[config.mk]
export PLATFORM = sky130hd
export DESIGN_NAME = mem_port_arbiter
export DESIGN_NICKNAME = d
export VERILOG_FILES = /design/src/rtl/mem_port_arbiter.sv
export SDC_FILE = /design/constraint.sdc
export NUM_CORES = 1
export LEC_CHECK = 0
export CAP_MARGIN = 20
export CORE_MARGIN = 8
export CORE_UTILIZATION = 40
export CTS_CLUSTER_SIZE = 12
export DETAILED_ROUTE_END_ITERATION = 7
export PLACE_DENSITY_LB_ADDON = 0.15
export SLEW_MARGIN = 40
export SYNTH_ARGS = -nofsm -noshare
export SYNTH_HDL_FRONTEND = slang
export SYNTH_SLANG_ARGS = --single-unit
export TNS_END_PERCENT = 20
[constraint.sdc]
create_clock -name clk -period 1.8 [get_ports clk]
set_input_delay 0.18 -clock clk [delete_from_list [all_inputs] [get_ports clk]]
set_output_delay 0.18 -clock clk [all_outputs]
set_load 0.1 [all_outputs]
[src/rtl/mem_port_arbiter.sv]
// mem_port_arbiter
//   Shares the single PSRAM data port between the CPU data path (requester 0)
//   and the DMA/PPU framebuffer fetch engine (requester 1). Round-robin grant,
//   registered command issue, and a completion timeout so a hung memory op
//   cannot stall a requester forever.
//
// Ports
//   clk, reset          clock, asynchronous active-low reset
//   rN_req/wen/addr/    requester N command (req is a level held until ack)
//   rN_wdata/bsel
//   rN_rdata, rN_ack    read data and one-cycle completion pulse
//   mem_ren/mem_wen     one-cycle command pulses to the memory controller
//   mem_addr/wdata/bsel registered command, stable from issue until next grant
//   mem_rdata, mem_done memory read data and completion pulse
//   busy                any state other than IDLE
//   grant               owner of the current/last transaction (0=CPU, 1=DMA)
//   timeout_err         sticky timeout flag, cleared only by reset
module mem_port_arbiter #(
    parameter int          ADDR_W   = 32,
    parameter int          TIMEOUT  = 1023,
    parameter logic [31:0] ERR_DATA = 32'hDEADBEEF
) (
    input  logic              clk,
    input  logic              reset,
    input  logic              r0_req,
    input  logic              r0_wen,
    input  logic [ADDR_W-1:0] r0_addr,
    input  logic [31:0]       r0_wdata,
    input  logic [3:0]        r0_bsel,
    output logic [31:0]       r0_rdata,
    output logic              r0_ack,
    input  logic              r1_req,
    input  logic              r1_wen,
    input  logic [ADDR_W-1:0] r1_addr,
    input  logic [31:0]       r1_wdata,
    input  logic [3:0]        r1_bsel,
    output logic [31:0]       r1_rdata,
    output logic              r1_ack,
    output logic              mem_ren,
    output logic              mem_wen,
    output logic [ADDR_W-1:0] mem_addr,
    output logic [31:0]       mem_wdata,
    output logic [3:0]        mem_bsel,
    input  logic [31:0]       mem_rdata,
    input  logic              mem_done,
    output logic              busy,
    output logic              grant,
    output logic              timeout_err
);

    // Counter only has to reach TIMEOUT-1.
    localparam int CNT_W = (TIMEOUT > 1) ? $clog2(TIMEOUT) : 1;

    typedef enum logic [1:0] {IDLE, ISSUE, WAIT, RESP} state_t;

    state_t           state, state_nx;
    logic             last_grant;
    logic [CNT_W-1:0] cnt;
    logic             take;      // new grant this cycle
    logic             pick;      // requester selected by arbitration
    logic             tmo;       // timeout fires this cycle
    logic             tmo_hit;
    logic             sel_wen;

    assign busy    = (state != IDLE);
    assign tmo_hit = (TIMEOUT != 0) && (int'(cnt) == TIMEOUT - 1);
    assign sel_wen = pick ? r1_wen : r0_wen;

    always_ff @(posedge clk or negedge reset) begin
        if (!reset) state <= IDLE;
        else        state <= state_nx;
    end

    always_comb begin
        state_nx = state;
        take     = 1'b0;
        pick     = 1'b0;
        tmo      = 1'b0;
        case (state)
            IDLE: begin
                if (r0_req || r1_req) begin
                    take     = 1'b1;
                    // On a tie the requester that did not own the last slot wins.
                    pick     = (r0_req && r1_req) ? ~last_grant : r1_req;
                    state_nx = ISSUE;
                end
            end
            ISSUE: state_nx = WAIT;
            WAIT: begin
                // A done in the timeout cycle takes priority over the timeout.
                if (mem_done) begin
                    state_nx = RESP;
                end else if (tmo_hit) begin
                    tmo      = 1'b1;
                    state_nx = RESP;
                end
            end
            RESP:    state_nx = IDLE;
            default: state_nx = IDLE;
        endcase
    end

    always_ff @(posedge clk or negedge reset) begin
        if (!reset) begin
            last_grant  <= 1'b1;
            grant       <= 1'b0;
            cnt         <= '0;
            mem_ren     <= 1'b0;
            mem_wen     <= 1'b0;
            mem_addr    <= '0;
            mem_wdata   <= '0;
            mem_bsel    <= '0;
            r0_ack      <= 1'b0;
            r1_ack      <= 1'b0;
            r0_rdata    <= '0;
            r1_rdata    <= '0;
            timeout_err <= 1'b0;
        end else begin
            mem_ren <= 1'b0;
            mem_wen <= 1'b0;
            r0_ack  <= 1'b0;
            r1_ack  <= 1'b0;

            // Command registers and pulses set on grant; pulses are high during ISSUE.
            if (take) begin
                grant      <= pick;
                last_grant <= pick;
                mem_addr   <= pick ? r1_addr  : r0_addr;
                mem_wdata  <= pick ? r1_wdata : r0_wdata;
                mem_bsel   <= pick ? r1_bsel  : r0_bsel;
                mem_ren    <= ~sel_wen;
                mem_wen    <= sel_wen;
            end

            if (state == ISSUE) cnt <= '0;

            // Ack and rdata are loaded on the WAIT->RESP edge so they are
            // visible during the RESP cycle.
            if (state == WAIT) begin
                if (mem_done || tmo) begin
                    if (grant) begin
                        r1_ack   <= 1'b1;
                        r1_rdata <= mem_done ? mem_rdata : ERR_DATA;
                    end else begin
                        r0_ack   <= 1'b1;
                        r0_rdata <= mem_done ? mem_rdata : ERR_DATA;
                    end
                    if (!mem_done) timeout_err <= 1'b1;
                end else begin
                    cnt <= cnt + 1'b1;
                end
            end
        end
    end

endmodule

==> impl_metrics.tcl <==
set metrics [dict create \
    final_util_pct 63.9 \
    drive_gt1_share_pct 25.1 \
    ant_nets 0 \
    seq_area_frac_synth_pct 57.7 \
    cap_violations 0 \
    clk_pin_slew_ns 0.06 \
    final_nets 1043 \
    synthToLayoutAreaGrowth_pct 58.8 \
    fp.dieW_um 144 \
    cts_root_buf "clkbuf_16" \
    dieArea_um2 20700 \
    h-tree-depth 4 \
    layout_commonest_cell "clkdlybuf4s50_1" \
    hpwlAfterDp_mm 16.8 \
    avgSynthCellArea_um2 11.8 \
    reg2regPathDepth 6 \
    status "complete, no violations" \
    cts_sinks 151 \
    postCtsSetupBuffers 0 \
    grt_pass1_vias 5865 \
    vias 5485 \
    critPathKind "register to register" \
    io_pins 314 \
    clockBufferDepth 2 \
    syn-num-nets 734 \
    fp-row-count 47 \
    wire_per_inst_um 20.0 \
    antenna_found_initial 1 \
    synth-seq-cells 151 \
    hold_viol 0 \
    ys_types 42 \
    setup_viol 0 \
    clk_latency_ns 0.42 \
    cts_tree "built" \
    ys_async_sr_fraction_pct 100 \
    hold_path.class "input port to asynchronous set/reset pin" \
    end_kind "register" \
    port_buffers 313 \
    syn-cell-area_um2 6560 \
    synth-warning-count 0 \
    start_util_pct 40.2 \
    min_period_ns 1.70 \
    critPathLaunchType "register" \
    synth_edf_count 0 \
    layout_common_cells "173 x clkdlybuf4s50_1, 149 x dfrtp_1, 144 x buf_4, 77 x nand2_1, 71 x mux2i_1" \
    ys.flop_type "dfrtp_1" \
    grt_max_degree 59 \
    holdWs_ns 0.245 \
    fill_cells 1256 \
    grtUsageTotal_pct 20.9 \
    dp_slack_ns -0.0259 \
    slew_headroom_pct 72.9 \
    drt_pre_antenna_iters 4 \
    worstPathRequired_ns 2.10 \
    viasPerCell 5.00 \
    layout_setup_ws_ns 0.100 \
    rsz0062_at_grt "yes" \
    grt_pass1_wl_mm 33.1 \
    die_h_um 144 \
    finClkSkew_ns 0.00833 \
    syn_inst 554 \
    wirelength_mm 21.9 \
    cts_buffers 17 \
    max_freq_ghz 0.588 \
    post-route-period-util_pct 94.4 \
    worstMarginPinSlew_ns 0.406 \
    cp_max_fo 7 \
    drtIter0Drc 240 \
    core_area_um2 16300 \
    grt_overflow 0 \
    arrival_ns 2.00 \
    gp_congestion 0.817 \
    report.final.slew_viol_count 0 \
    drc 0 \
]
## synthesized netlist by cell type (3+ instances only)
library cell | number | area share, %
inv_1 | 4 | 0.23
ha_1 | 5 | 0.95
nand3_1 | 4 | 0.31
clkbuf_1 | 22 | 1.3
o21ai_0 | 68 | 5.2
a32o_1 | 16 | 2.4
nand2_1 | 77 | 4.4
a2bb2oi_2 | 5 | 1.1
and3_2 | 3 | 0.34
buf_6 | 5 | 0.86
a21oi_1 | 3 | 0.23
mux2i_1 | 71 | 11
a2bb2oi_1 | 43 | 5.7
dfrtp_1 | 150 | 57
mux2_2 | 4 | 0.69
nor3_1 | 4 | 0.31
a211o_1 | 4 | 0.53
nor2_1 | 3 | 0.17
buf_2 | 11 | 0.84
nor2b_1 | 26 | 2.5
## area by class of cell
cell class              instances  area, µm²  area share (%)
inverters                       6       32.5           0.312
repair buffers                330       3050            29.3
diodes                          1       2.50          0.0240
multi-input cells             357       2580            24.8
clock inverters                14        246            2.37
well taps                     220        275            2.64
flip-flops and latches        151       3780            36.3
clock buffers                  18        439            4.22
## path summary, 6_finish.rpt
check,start,to,slack [ns]
max,state[0],cnt[9],0.10
min,reset,r0_rdata[14],0.25
max reg2reg,state[0],cnt[9],0.10
min reg2reg,last_grant,last_grant,0.47
max in group asynchronous,reset,mem_addr[28],0.97
min in group clk,r1_wdata[24],mem_wdata[24],0.38
## cells by family after synthesis
family,after synthesis,share of synthesized area (%)
buffers and inverters,46,3.53
xor gates and xnor gates,1,0.134
DFF,151,57.7
muxes,75,11.5
adders and majority gates,5,0.954
AOI/OAI and AO/OA,147,16.6
and+or+nand+nor,129,9.54
## critical path, stage by stage, from the launching register on
cell and delay, ns:
dfrtp_1 0.40, inv_1 0.10, ha_2 0.22, nand2b_2 0.09, a31oi_4 0.25, nor2_2 0.13, a221o_2 0.40
## repair_timing
item,4_1_cts,5_1_grt
gates resized for setup,0,5
hold endpoints to repair,35,0
hold buffers,1,0
endpoints found under the setup margin,0,19
## registers in the layout, summed over array words and instances, names as in the netlist
name	count
mem_wen	1
last_grant	1
mem_bsel	4
r1_ack	1
r1_rdata	32
state	2
r0_rdata	32
mem_ren	1
r0_ack	1
mem_wdata	32
mem_addr	32
timeout_err	1
grant	1
cnt	10
## metal layers
metal	vias up	routed length, µm	part of all wire [%]	track usage (%)
met2	227	10800	49	34.4
li1	2607	-	-	-
met3	20	2110	9.6	7.69
met1	2631	8650	39	25.0
met5	-	0	0	0
met4	0	376	1.7	6.20
## stage by stage
stage | instances | instance area, µm² | setup TNS, ns
4_1_cts | 1096 | 10400 | 0
3_5_place_dp | 1063 | 9700 | -0.0259
3_3_place_gp | 1063 | 9700 | 0
5_1_grt | 1097 | 10400 | -0.0190
6_report | 1097 | 10400 | 0
2_1_floorplan | 554 | 6560 | 0
Power is not shown: default switching activity piles up to over one toggle a cycle in this logic, so the estimate is an artifact.
